[src/rtl/capture_write_ctrl.sv]
// Capture sequencer: pre-fill, trigger wait, post-fill.
// Drives sample-RAM strobes and reports the trigger address.
module capture_write_ctrl #(
  parameter int ADDR_W = 19
) (
  input  logic              CLK,
  input  logic              RST,
  input  logic              CLK_EN,
  input  logic              Start_Write,
  input  logic              STOP,
  input  logic              FORCE_TRIG,
  input  logic              TRIG_EV_IN,
  input  logic [ADDR_W-1:0] PRE_CNT,
  input  logic [ADDR_W-1:0] POST_CNT,
  output logic              ENABLE_TRIGG,
  output logic              WR_STB,
  output logic [ADDR_W-1:0] SRAM_ADDR,
  output logic [ADDR_W-1:0] TRIG_ADDR,
  output logic              BUSY,
  output logic              WRITE_DONE
);

  typedef enum logic [2:0] {
    IDLE,
    PRE_FILL,
    WAIT_TRIG,
    POST_FILL,
    DONE
  } state_t;

  state_t state, nxt;

  logic              sw_q;
  logic [ADDR_W-1:0] wptr;
  logic [ADDR_W-1:0] pre_cnt;
  logic [ADDR_W-1:0] pre_lat;
  logic [ADDR_W-1:0] post_cnt;
  logic [ADDR_W-1:0] post_lat;
  logic [ADDR_W-1:0] pre_inc;

  logic cap;
  logic cap_n;
  logic start;
  logic wr;
  logic trig;

  // next state and per-edge write/start/trigger qualifiers
  always_comb begin
    nxt     = state;
    pre_inc = pre_cnt + 1'b1;
    cap     = (state == PRE_FILL) ||
              (state == WAIT_TRIG) ||
              (state == POST_FILL);
    start   = Start_Write & ~sw_q & ~STOP &
              ((state == IDLE) || (state == DONE));
    wr      = cap & CLK_EN & ~STOP;
    trig    = wr & (state == WAIT_TRIG) &
              (TRIG_EV_IN | FORCE_TRIG);
    if (STOP) begin
      nxt = IDLE;
    end else begin
      case (state)
        IDLE, DONE: begin
          if (start)
            nxt = (PRE_CNT == '0) ? WAIT_TRIG : PRE_FILL;
        end
        PRE_FILL: begin
          if (wr && (pre_inc == pre_lat))
            nxt = WAIT_TRIG;
        end
        WAIT_TRIG: begin
          if (trig)
            nxt = (post_lat == '0) ? DONE : POST_FILL;
        end
        POST_FILL: begin
          if (wr && (post_cnt == ADDR_W'(1)))
            nxt = DONE;
        end
        default: nxt = IDLE;
      endcase
    end
    cap_n = (nxt == PRE_FILL) ||
            (nxt == WAIT_TRIG) ||
            (nxt == POST_FILL);
  end

  // state register and start edge detector
  always_ff @(posedge CLK) begin
    sw_q <= Start_Write;
    if (RST) state <= IDLE;
    else     state <= nxt;
  end

  // write pointer, counters and registered outputs
  always_ff @(posedge CLK) begin
    if (RST) begin
      wptr         <= '0;
      pre_cnt      <= '0;
      pre_lat      <= '0;
      post_cnt     <= '0;
      post_lat     <= '0;
      ENABLE_TRIGG <= 1'b0;
      WR_STB       <= 1'b0;
      SRAM_ADDR    <= '0;
      TRIG_ADDR    <= '0;
      BUSY         <= 1'b0;
      WRITE_DONE   <= 1'b0;
    end else begin
      WR_STB       <= wr;
      ENABLE_TRIGG <= (nxt == WAIT_TRIG);
      // busy stays up through the last strobe cycle
      BUSY         <= ~STOP & (cap | cap_n);
      WRITE_DONE   <= (state == DONE) && (nxt == DONE);
      if (wr) begin
        SRAM_ADDR <= wptr;
        wptr      <= wptr + 1'b1;
      end
      if (start) begin
        pre_lat  <= PRE_CNT;
        post_lat <= POST_CNT;
        wptr     <= '0;
        pre_cnt  <= '0;
      end
      if (wr && (state == PRE_FILL))
        pre_cnt <= pre_inc;
      if (trig) begin
        TRIG_ADDR <= wptr;
        post_cnt  <= post_lat;
      end
      if (wr && (state == POST_FILL))
        post_cnt <= post_cnt - 1'b1;
    end
  end

endmodule

[config.mk]
export PLATFORM = sky130hd
export DESIGN_NAME = capture_write_ctrl
export DESIGN_NICKNAME = d
export VERILOG_FILES = /design/src/rtl/capture_write_ctrl.sv
export SDC_FILE = /design/constraint.sdc
export NUM_CORES = 1
export LEC_CHECK = 0
export ABC_AREA = 0
export CORE_MARGIN = 8
export CORE_UTILIZATION = 26
export CTS_CLUSTER_SIZE = 28
export DETAILED_ROUTE_END_ITERATION = 16
export SLEW_MARGIN = 10
export SYNTH_ARGS = -nofsm -noshare
export SYNTH_HDL_FRONTEND = slang
export SYNTH_SLANG_ARGS = --single-unit
[constraint.sdc]
create_clock -name CLK -period 3.81 [get_ports CLK]
set_clock_uncertainty 0.15 [all_clocks]
set_input_delay 0.762 -clock CLK [delete_from_list [all_inputs] [get_ports CLK]]
set_output_delay 0.762 -clock CLK [all_outputs]
set_load 0.02 [all_outputs]
# [Yosys cells after proc, flatten, opt, wreduce, memory -nomap -nowiden]
# Cells that the tools add are included.
[word_totals] out_inout_bits=42 regBits=141
[classes] muxes=12 n_addsub=3 eq_ne=10 bitwise=12 reduce_logical=17
[ops] cell="$mux 19" count=4
[ops] cell="$add 19x1->19 const B" count=2
[ops] cell="$logic_not 19->1" count=2
[ops] cell="$eq 19x1->1 const B" count=1
[ops] cell="$eq 19x19->1" count=1
[ops] cell="$sub 19x1->19 const B" count=1
[ops] cell="$mux 3" count=6
[ops] cell="$eq 3x2->1 const B" count=4
[ops] cell="$pmux 3 s4" count=1
[ops] cell="$and 1x1->1" count=8
[ops] cell="$eq 3x1->1 const B" count=2
[ops] cell="$eq 3x3->1 const B" count=2
[ops] cell="$logic_and 1x1->1" count=5
[ops] cell="$logic_or 1x1->1" count=5
[ops] cell="$reduce_bool 2->1" count=2
[ops] cell="$reduce_or 2->1" count=2
[ops] cell="$logic_not 3->1" count=1
[ops] cell="$mux 2" count=1
[ops] cell="$not 1->1" count=2
[ops] cell="$or 1x1->1" count=2

# [Depth between registers and ports, before layout]
# Gate-level depths: netlist of run 1.
[logic_depth] word_depth=15 mapped_depth=9

# [Least setup slack after synthesis of run 1]
# No wires, ideal clock.
[synth_path] kind="flip-flop to flip-flop" startpoint="register pre_cnt[0]" endpoint="register state[0]" n_path_buf=0 synth_period_minus_slack_ns=2.426 t_arrival_ns=2.155 slack_ns=1.384 stages_incl_launch_ff=9 cell_sequence="dfxtp_1 ha_1 nand3_1 nor3_2 nand3_1 xnor2_1 a2111oi_0 a21o_1 a21oi_1"
[synth_via] elab_chain_len=6
[synth_lines] element="from (decl)" line="35" rtl="logic [ADDR_W-1:0] pre_cnt;"
[synth_lines] element="from (signal assigned)" line="125" rtl="pre_cnt <= pre_inc;"
[synth_lines] element="$add 19x1->19" line="50" rtl="pre_inc = pre_cnt + 1'b1;"
[synth_lines] element="$eq 19x19->1" line="68" rtl="if (wr && (pre_inc == pre_lat))"
[synth_lines] element="$logic_and 1x1->1" line="68"
[synth_lines] element="$mux 3" line="68"
[synth_lines] element="$pmux 3 s4" line="62" rtl="case (state)"
[synth_lines] element="$mux 3" line="59" rtl="if (STOP) begin"
[synth_lines] element="to (signal assigned)" line="91" rtl="else state <= nxt;"
[synth_lines] element="to (decl)" line="31" rtl="state_t state, nxt;"
# No other way between the ends.
# A chain may end at the register's enable or synchronous reset.

# [Final worst setup path of run 1]
# Ends and elaborated chain as after synthesis.

==> impl_metrics.yaml, run 1 <==
power_and_ir_drop:
  p_total_uw: 3240
  power_density_mw_per_mm2: 398
  power_frac_comb_pct: 4.7
  ir_drop_mv: 0.236
  clkPwrFrac_pct: 49.0
  p_seq_share_pct: 46.3
  switching_share_pct: 24.9
  p_switching_uw: 808
  p_leak_uw: 0.00270
  intPower_uw: 2430
clock_network:
  hold_buffers: 0
  clkTransAtPathRegs_ns: 0.07
  cts_resized: 0
  h-tree-depth: 4
  clock_latency_ns: 0.43
  cts_buffers: 17
  cts_tree: "built"
  clockBufferDepth: 2
  cts-root-buf: "clkbuf_16"
  clock-sinks: 141
  cts_setup_buffers: 0
global_routing:
  antenna_found_initial: 0
  grt_pass1_wl_um: 30400
  grt_start_max_net_pins: 46
  grtUsageTotal_pct: 12.3
  grt_pass1_vias: 5676
  grt-ovfl-total: 0
yosys:
  syn_nets: 872
  yosys_register_bits: 141
  synth_edf_count: 0
  synth_area_mm2: 0.00638
  synth_flop_cell: "dfxtp_1"
  avgSynthCellArea_um2: 7.76
  netlist_instances: 823
  yosysUniqueCellTypes: 63
  async_flop_share_pct: 0
  ys_warn_count: 0
  synth_seq_area_share_pct: 44.2
timing:
  finalSetupTns_ns: 0
  maxSlewViolCount: 0
  fin_crit_ns: 2.93
  finalCritPeriodShare_pct: 76.9
  max_freq_mhz: 341
  finalSetupViolCount: 0
  slew_headroom_pct: 52.5
  worst_pin_slew_ns: 0.709
  rsz0062_at_grt: "false"
  finalHoldViolations: 0
placed_design:
  gp_congestion: 0.849
  io_buffers: 86
  dpl.hpwl_um: 13100
  post-place-cells: 1199
layout:
  fin_cells: 1231
  utilization_pct: 33.6
  drive_above_1_share_pct: 7.17
  layout_commonest_cell: "nand2_1"
  syn_to_final_growth_pct: 27.5
  mostFrequentLayoutCells: "196 x nand2_1, 141 x dfxtp_1, 108 x a21oi_1, 85 x clkdlybuf4s50_1, 67 x nor2_1"
  fin_nets: 943
  diodes: 0
setup_path:
  critPathMaxFanout: 7
  crit_family: "compound AO/OA/AOI/OAI gates"
  critPathCaptureType: "flip-flop"
  crit_buf_inv: 0
  crit_required_ns: 3.98
  slowest_stage: "a2111oi_0"
  cp.arrival_ns: 3.10
  reg2regPathDepth: 8
  crit_cells: 8
  cp-start-kind: "flip-flop"
  worstSetupPathType: "reg -> reg"
  path_cells: "ha_1, nand3_1, nor3_2, nand3_1, xnor2_1, a2111oi_0, a21o_1, a21oi_1"
  slowest_delay_ns: 0.64
  worst_path_most_repeated_cell: "nand3_1"
routing:
  first_pass_iters: 5
  drt_wl_total_um: 18400
  ant_nets: 0
  drtIter0Drc: 482
  drc_errors: 0
  via_per_inst: 4.84
  wl_per_cell_um: 14.9
  vias: 5963
job:
  drv_cap: 0
floorplan:
  core-area_mm2: 0.0242
  start_util_pct: 26.3
  die_w_um: 173
  rows: 57
  design.die.area_mm2: 0.0298
  die_h_um: 173
  ios: 87
worst_hold_path:
  hp-class: "reg -> reg"
  hold_depth: 2
status:
  status: "completed"
[stage by stage]
stage / hold slack [ns] / area [um^2] / setup slack (ns)
finish: 0.308 / 8140 / 0.880
global route: 0.330 / 8140 / 0.595
CTS: 0.310 / 8140 / 0.900
detailed placement: 0.296 / 7580 / 0.606
global placement: 0.296 / 7580 / 0.653
floorplan: 0.286 / 6380 / 1.38
[flip-flops by register name (all words and copies together), names as in the netlist]
name	count
SRAM_ADDR	19
TRIG_ADDR	19
post_cnt	19
post_lat	19
pre_cnt	19
pre_lat	19
wptr	19
state	3
BUSY	1
ENABLE_TRIGG	1
WRITE_DONE	1
WR_STB	1
sw_q	1
[logic make-up after synthesis]
group           count (synthesis)  share of synthesized area (%)
compound gates                177                           16.2
xor+xnor                       40                           5.70
fa+ha+maj                       4                          0.784
buf+inv                        60                           3.74
flops                         141                           44.2
mux                             4                          0.647
simple gates                  397                           28.7
[worst min-delay path, stage by stage (launching register included)]
cell and delay [ns]:
dfxtp_1 0.31, nand2_1 0.05, a21oi_1 0.05
[cells in the mapped netlist (2+ instances only)]
cell type  instances  area, um^2
a211oi_1           4        30.0
a21oi_1          108         541
a221oi_1           3        26.3
a222oi_1           3        30.0
a22oi_1            2        15.0
a311o_1            2        20.0
a311oi_1           3        26.3
a31oi_1            7        43.8
a32oi_1            2        17.5
and2_1             3        18.8
and3_1            11        68.8
and4_1             3        26.3
buf_1              6        22.5
buf_2              5        25.0
clkbuf_1          38         143
dfxtp_1          141        2820
ha_1               4        50.1
inv_1             10        37.5
mux2i_1            3        30.0
nand2_1          196         736
nand2b_1           3        18.8
nand3_1           26         130
nand3b_1           3        22.5
nand4_1           15        93.8
nor2_1            68         255
nor2b_1            6        37.5
nor3_1            19        95.1
nor3b_1            5        37.5
nor4_1            20         125
o211ai_1           3        22.5
o21ai_0           23         115
o21bai_1           2        15.0
o22ai_1            2        12.5
o311ai_0           3        26.3
or2_2              2        12.5
or3_1              5        31.3
xnor2_1           16         140
xor2_1            23         201
[power groups by stage]
stage | combinational (uW) | clock (uW) | sequential, uW
final | 152 | 1590 | 1500
after floorplan | 76.1 | 0 | 1530
after detailed placement | 153 | 0 | 1530
after CTS | 154 | 1620 | 1500
after global placement | 153 | 0 | 1530
after global routing | 168 | 1690 | 1500
[cell type report]
class                   instances  area [um^2]
clock inverters                13          119
multi-input cells             622         3330
inverters                      10         37.5
clock buffers                  19          443
repair buffers                102          978
well taps                     324          405
fillers                      2584        16100
flip-flops and latches        141         2820
[layer usage]
| metal | vias up | global-route usage [%] | part of all wire (%) |
|---|---|---|---|
| met5 | - | 0 | 0 |
| met4 | 0 | 3.56 | 1.1 |
| met3 | 19 | 3.92 | 6.3 |
| met2 | 162 | 19.4 | 45 |
| met1 | 2785 | 15.9 | 47 |
| li1 | 2997 | - | - |
[final timing paths]
| check | from | end | slack (ns) |
|---|---|---|---|
| setup reg to reg | pre_cnt[0] | state[0] | 0.88 |
| setup / recovery | pre_cnt[0] | state[0] | 0.88 |
| hold / removal | SRAM_ADDR[8] | SRAM_ADDR[8] | 0.31 |
| hold reg to reg | SRAM_ADDR[8] | SRAM_ADDR[8] | 0.31 |
Power figures use the tool's default switching activity.
==> run 2: changes to the inputs <==
==> constraint.sdc (replaced) <==
create_clock -name CLK -period 2.6 [get_ports CLK]
set_clock_uncertainty 0.15 [all_clocks]
set_input_delay 0.52 -clock CLK [delete_from_list [all_inputs] [get_ports CLK]]
set_output_delay 0.52 -clock CLK [all_outputs]
set_load 0.02 [all_outputs]
==> impl_metrics.yaml, run 2 (synthesis gave the netlist of run 1 again) <==
timing:
  slew_headroom_pct: 66.7
  layout_setup_ws_ns: 0.156
  fin_crit_ns: 2.44
  finalCritPeriodShare_pct: 94.0
  max_freq_mhz: 409
  worst_pin_slew_ns: 0.491
  finalSetupTns_ns: 0
  maxSlewViolCount: 0
  finalSetupViolCount: 0
  finalHoldViolations: 0
clock_network:
  cts-root-buf: "clkbuf_16"
  cts_buffers: 17
  cts_tree: "built"
  clock-sinks: 141
  clkTransAtPathRegs_ns: 0.06
  hold_buffers: 0
  h-tree-depth: 4
  clock_latency_ns: 0.42
  cts_setup_buffers: 0
  clockBufferDepth: 2
global_routing:
  grt-ovfl-total: 0
  grt_start_max_net_pins: 41
  antenna_found_initial: 0
  grt_pass1_vias: 5908
  grtUsageTotal_pct: 12.4
  grt_pass1_wl_um: 30700
worst_hold_path:
  hp-class: "reg -> reg"
layout:
  fin_nets: 998
  mostFrequentLayoutCells: "196 x nand2_1, 141 x dfxtp_1, 108 x a21oi_1, 85 x clkdlybuf4s50_1, 71 x buf_4"
  drive_above_1_share_pct: 13.0
  utilization_pct: 35.8
  syn_to_final_growth_pct: 36.1
  fill_cells: 2551
  layout_commonest_cell: "nand2_1"
  diodes: 0
routing:
  first_pass_iters: 5
  drt_wl_total_um: 18900
  drtIter0Drc: 412
  drc_errors: 0
  wl_per_cell_um: 14.7
  ant_nets: 0
  vias: 6182
  via_per_inst: 4.81
setup_path:
  worstSetupPathType: "reg -> reg"
  crit_required_ns: 2.80
  crit_family: "simple AND/OR/NAND/NOR gates"
  cp-start-kind: "flip-flop"
  slowest_delay_ns: 0.43
  cp.arrival_ns: 2.65
  critPathMaxFanout: 5
  slowest_stage: "dfxtp_1"
  crit_buf_inv: 1
  critPathCaptureType: "flip-flop"
  path_cells: "nand4_1, buf_4, nor4_1, xnor2_1, a2bb2oi_1, nor4_4, a31oi_1, nor2_1"
placed_design:
  io_buffers: 86
  dpl_worst_slack_ns: -0.267
  gp_congestion: 0.909
  dpl.hpwl_um: 13900
power_and_ir_drop:
  power_density_mw_per_mm2: 589
  ir_drop_mv: 0.368
  p_leak_uw: 0.00304
job:
  drv_cap: 0
floorplan:
  rows: 57
  die_w_um: 173
  design.die.area_mm2: 0.0298
  core-area_mm2: 0.0242
  start_util_pct: 26.3
  ios: 87
  die_h_um: 173
status:
  status: "completed"
-- run 2: cell types whose count changed in the layout (fill, tap and decap cells not counted), sizes merged --
cell	before	now
buf	17	72
inv	18	16
clkinv	3	1
bufinv	0	4
-- run 2: final timing paths --
path | startpoint | endpoint | slack [ns] | depth (start not counted)
setup / recovery | pre_cnt[10] | ENABLE_TRIGG | 0.16 | 8
hold / removal | TRIG_ADDR[16] | TRIG_ADDR[16] | 0.30 | 2
setup reg to reg | pre_cnt[10] | ENABLE_TRIGG | 0.16 | 8
hold reg to reg | TRIG_ADDR[16] | TRIG_ADDR[16] | 0.30 | 2
-- run 2: worst min-delay path, delay by kind of cell (launching register included) --
kind | cells | cell delay [ns]
flops | 1 | 0.31
compound gates | 1 | 0.05
simple gates | 1 | 0.05
-- run 2: through the flow --
step                      std cells  hold WS, ns  total power (uW)  instance area, um^2
after floorplan                 823        0.286              2350                 6380
after global placement         1254        0.292              2510                 8000
after detailed placement       1254        0.299              2510                 8000
after CTS                      1286        0.309              5180                 8650
after global routing           1286        0.325              5300                 8690
final                          1286        0.304              5120                 8690
-- run 2: what timing repair did --
item,4_1_cts,5_1_grt
endpoints found under the hold margin,0,0
resized for setup,0,8
endpoints found under the setup margin,0,4
-- run 2: layout make-up --
class	instances	area [um^2]	area share (%)
repair buffers	157	1400	16.2
well taps	324	405	4.67
clock inverters	13	200	2.30
multi-input cells	622	3370	38.8
clock buffers	19	443	5.10
flip-flops and latches	141	2820	32.5
inverters	10	37.5	0.432
-- run 2: power breakdown --
| part | switching (uW) | leakage, uW | internal (uW) |
|---|---|---|---|
| combinational | 129 | 0.00159 | 129 |
| sequential | 20.2 | 0.00114 | 2180 |
| clock | 1000 | 0.000310 | 1660 |
-- run 2: per-layer routing --
layer | global-route usage (%) | share of wire (%) | vias to the layer above
met3 | 3.14 | 4.9 | 19
met5 | 0 | 0 | -
met4 | 3.95 | 1.4 | 0
met1 | 16.2 | 48 | 2922
met2 | 19.8 | 45 | 129
li1 | - | - | 3112
==> run 3: changes to the inputs <==
--- a/config.mk
+++ b/config.mk
@@ -5,11 +5,14 @@
 export SDC_FILE = /design/constraint.sdc
 export NUM_CORES = 1
 export LEC_CHECK = 0
-export ABC_AREA = 0
+export ABC_AREA = 1
+export CELL_PAD_IN_SITES_DETAIL_PLACEMENT = 1
+export CELL_PAD_IN_SITES_GLOBAL_PLACEMENT = 1
 export CORE_MARGIN = 8
 export CORE_UTILIZATION = 26
 export CTS_CLUSTER_SIZE = 28
 export DETAILED_ROUTE_END_ITERATION = 16
+export PLACE_DENSITY_LB_ADDON = 0.1
 export SLEW_MARGIN = 10
 export SYNTH_ARGS = -nofsm -noshare
 export SYNTH_HDL_FRONTEND = slang
==> impl_metrics.yaml, run 3 <==
status:
  status: "completed"
routing:
  ant_nets: 0
  drc_errors: 0
  vias: 6497
  drtIter0Drc: 229
  wl_per_cell_um: 16.1
  via_per_inst: 4.64
  drt_wl_total_um: 22500
  first_pass_iters: 4
setup_path:
  crit_buf_inv: 2
  slowest_delay_ns: 0.35
  cp-start-kind: "flip-flop"
  r2r_start: "pre_cnt[0]"
  worst_path_most_repeated_cell: "nand2_1"
  crit_family: "simple AND/OR/NAND/NOR gates"
  critPathMaxFanout: 5
  r2r_end: "BUSY"
  crit_required_ns: 2.78
  worstSetupPathType: "reg -> reg"
  r2r_setup_slack_ns: 0.27
  reg2regPathDepth: 19
  critPathCaptureType: "flip-flop"
  path_cells: "ha_4, nand2_2, nor2_4, buf_4, nand2_1, nand2_1, nand2_1, nand2_1, nand2_1, nor2_1, nand3_1, nor2_2, nand2_1, nand2_1, nand2_1, nand2_2, nand3_1, nand2_1, inv_1"
  slowest_stage: "dfxtp_2"
  cp.arrival_ns: 2.51
global_routing:
  grtUsageTotal_pct: 15.1
  antenna_found_initial: 1
  grt_pass1_vias: 6757
  grt_pass1_wl_um: 37000
  grt_start_max_net_pins: 68
  grt-ovfl-total: 0
power_and_ir_drop:
  ir_drop_mv: 0.384
  p_total_uw: 5130
  switching_share_pct: 24.7
  p_leak_uw: 0.00338
  power_density_mw_per_mm2: 586
  intPower_uw: 3860
  power_frac_comb_pct: 5.7
  p_switching_uw: 1270
  clkPwrFrac_pct: 51.2
  p_seq_share_pct: 43.1
placed_design:
  gp_congestion: 0.739
  post_dp_cell_area_mm2: 0.00806
  io_buffers: 86
  dpl.hpwl_um: 16700
  dpl_worst_slack_ns: -0.0994
yosys:
  yosys_register_bits: 141
  yosysUniqueCellTypes: 41
  ys_top_cells_by_area: "dfxtp_1 43%, nand2_1 11%, a21oi_1 9.0%"
  yosysTopAreaCell: "dfxtp_1"
  async_flop_share_pct: 0
  synth.most_common_cell: "nand2_1"
  synth_area_mm2: 0.00658
  synth_seq_area_share_pct: 42.9
  netlist.area_leader.share_pct: 42.9
  synth_commonest_cells: "192 x nand2_1, 141 x dfxtp_1, 118 x a21oi_1, 108 x inv_1, 93 x o21ai_0"
  netlist_instances: 939
  ys_warn_count: 0
  synth_flop_cell: "dfxtp_1"
  synth_edf_count: 0
  syn_nets: 988
  avgSynthCellArea_um2: 7.00
layout:
  layout_commonest_cell: "nand2_1"
  drive_above_1_share_pct: 11.6
  finalInstanceArea_mm2: 0.00875
  mostFrequentLayoutCells: "190 x nand2_1, 139 x dfxtp_1, 118 x a21oi_1, 107 x inv_1, 92 x o21ai_0"
  diodes: 0
  syn_to_final_growth_pct: 33.0
  fin_nets: 1105
floorplan:
  design.die.area_mm2: 0.0306
  rows: 58
  die_h_um: 175
  ios: 87
  core-area_mm2: 0.0250
  die_w_um: 175
  start_util_pct: 26.3
worst_hold_path:
  hp-class: "reg -> reg"
  hold_start: "pre_lat[6]"
  hold_depth: 2
  min_to: "pre_lat[6]"
timing:
  whs_ns: 0.317
  finalSetupViolCount: 0
  slew_headroom_pct: 58.5
  layout_setup_ws_ns: 0.268
  finalCritPeriodShare_pct: 89.7
  rsz0062_at_grt: "false"
  finalHoldViolations: 0
  worst_pin_slew_ns: 0.622
  max_freq_mhz: 429
  maxSlewViolCount: 0
  fin_crit_ns: 2.33
clock_network:
  h-tree-depth: 4
  cts_tree: "built"
  cts-root-buf: "clkbuf_16"
  clock_latency_ns: 0.43
  clock-sinks: 141
  clockBufferDepth: 2
  cts_buffers: 17
  clkTransAtPathRegs_ns: 0.06
job:
  drv_cap: 0
==> run 3: cell types whose count changed in the layout (fill, tap and decap cells not counted), sizes merged, moves of 15 or more <==
cell   previous run  this run
o21ai            23       101
xnor2            16         0
nand3            26        61
nor4             22         7
buf              72        49
inv              16       122
xor2             23         5
nor2             69        86
==> run 3: worst max-delay path by stage <==
stage                    start  endpoint  slack [ns]  cells past startpoint
floorplan                 STOP  wptr[15]        0.56                     12
finish              pre_cnt[0]      BUSY        0.27                     19
detailed placement        STOP  wptr[16]        -0.1                     14
global placement          STOP  wptr[16]       -0.05                     14
global route        pre_cnt[0]      BUSY        0.02                     19
CTS                 pre_cnt[1]      BUSY        0.12                     18
==> run 3: cell type report <==
type / count / area [um^2]
Clock buffer: 17 / 425
Multi-Input combinational cell: 647 / 3230
Tap cell: 330 / 413
Clock inverter: 15 / 196
Inverter: 115 / 432
Timing Repair Buffer: 134 / 1230
Sequential cell: 141 / 2830
Fill cell: 3088 / 16300
==> run 3: logic make-up (layout without fill, tap and decap cells) <==
family / count (synthesis) / in the layout / synth area share [%]
compound gates: 241 / 241 / 19.1
xor+xnor: 6 / 6 / 1.01
fa+ha+maj: 4 / 4 / 0.761
buf+inv: 151 / 281 / 8.77
flops: 141 / 141 / 42.9
simple gates: 396 / 396 / 27.4
==> run 3: routing by layer <==
metal / vias to the layer above / wire length [um] / global-route usage (%) / part of all wire [%]
met5: - / 13 / 0 / 0.058
met4: 2 / 249 / 4.17 / 1.1
met3: 18 / 913 / 3.73 / 4.1
met2: 87 / 9880 / 23.6 / 44
met1: 3042 / 11500 / 20.4 / 51
li1: 3348 / - / - / -
==> run 3: power by group through the flow <==
| stage | clock network [uW] | logic, uW | registers (uW) |
|---|---|---|---|
| floorplan | 0 | 131 | 2260 |
| global placement | 0 | 295 | 2260 |
| detailed placement | 0 | 296 | 2260 |
| CTS | 2710 | 298 | 2210 |
| global route | 2780 | 326 | 2210 |
| finish | 2620 | 294 | 2210 |
==> run 3: what timing repair did <==
item / CTS / global route
endpoints found under the setup margin: 0 / 3
buffers inserted: 0 / 2
gates resized for setup: 0 / 15
hold buffers: 0 / 0
==> run 3: worst reg2reg max path: stages (launching register included) <==
cell	delay, ns
dfxtp_2	0.35
ha_4	0.15
nand2_2	0.09
nor2_4	0.23
buf_4	0.16
nand2_1	0.05
nand2_1	0.08
nand2_1	0.07
nand2_1	0.09
nand2_1	0.07
nor2_1	0.10
nand3_1	0.10
nor2_2	0.11
nand2_1	0.06
nand2_1	0.05
nand2_1	0.06
nand2_2	0.08
nand3_1	0.07
nand2_1	0.08
inv_1	0.03
==> run 3: per-stage QoR <==
stage,utilization (%),std cells,TNS (ns)
after floorplan,-,939,0
after global placement,32.2,1365,-0.159
after detailed placement,32.2,1365,-0.782
after CTS,34.7,1397,0
after global routing,34.9,1399,0
final,34.9,1399,0
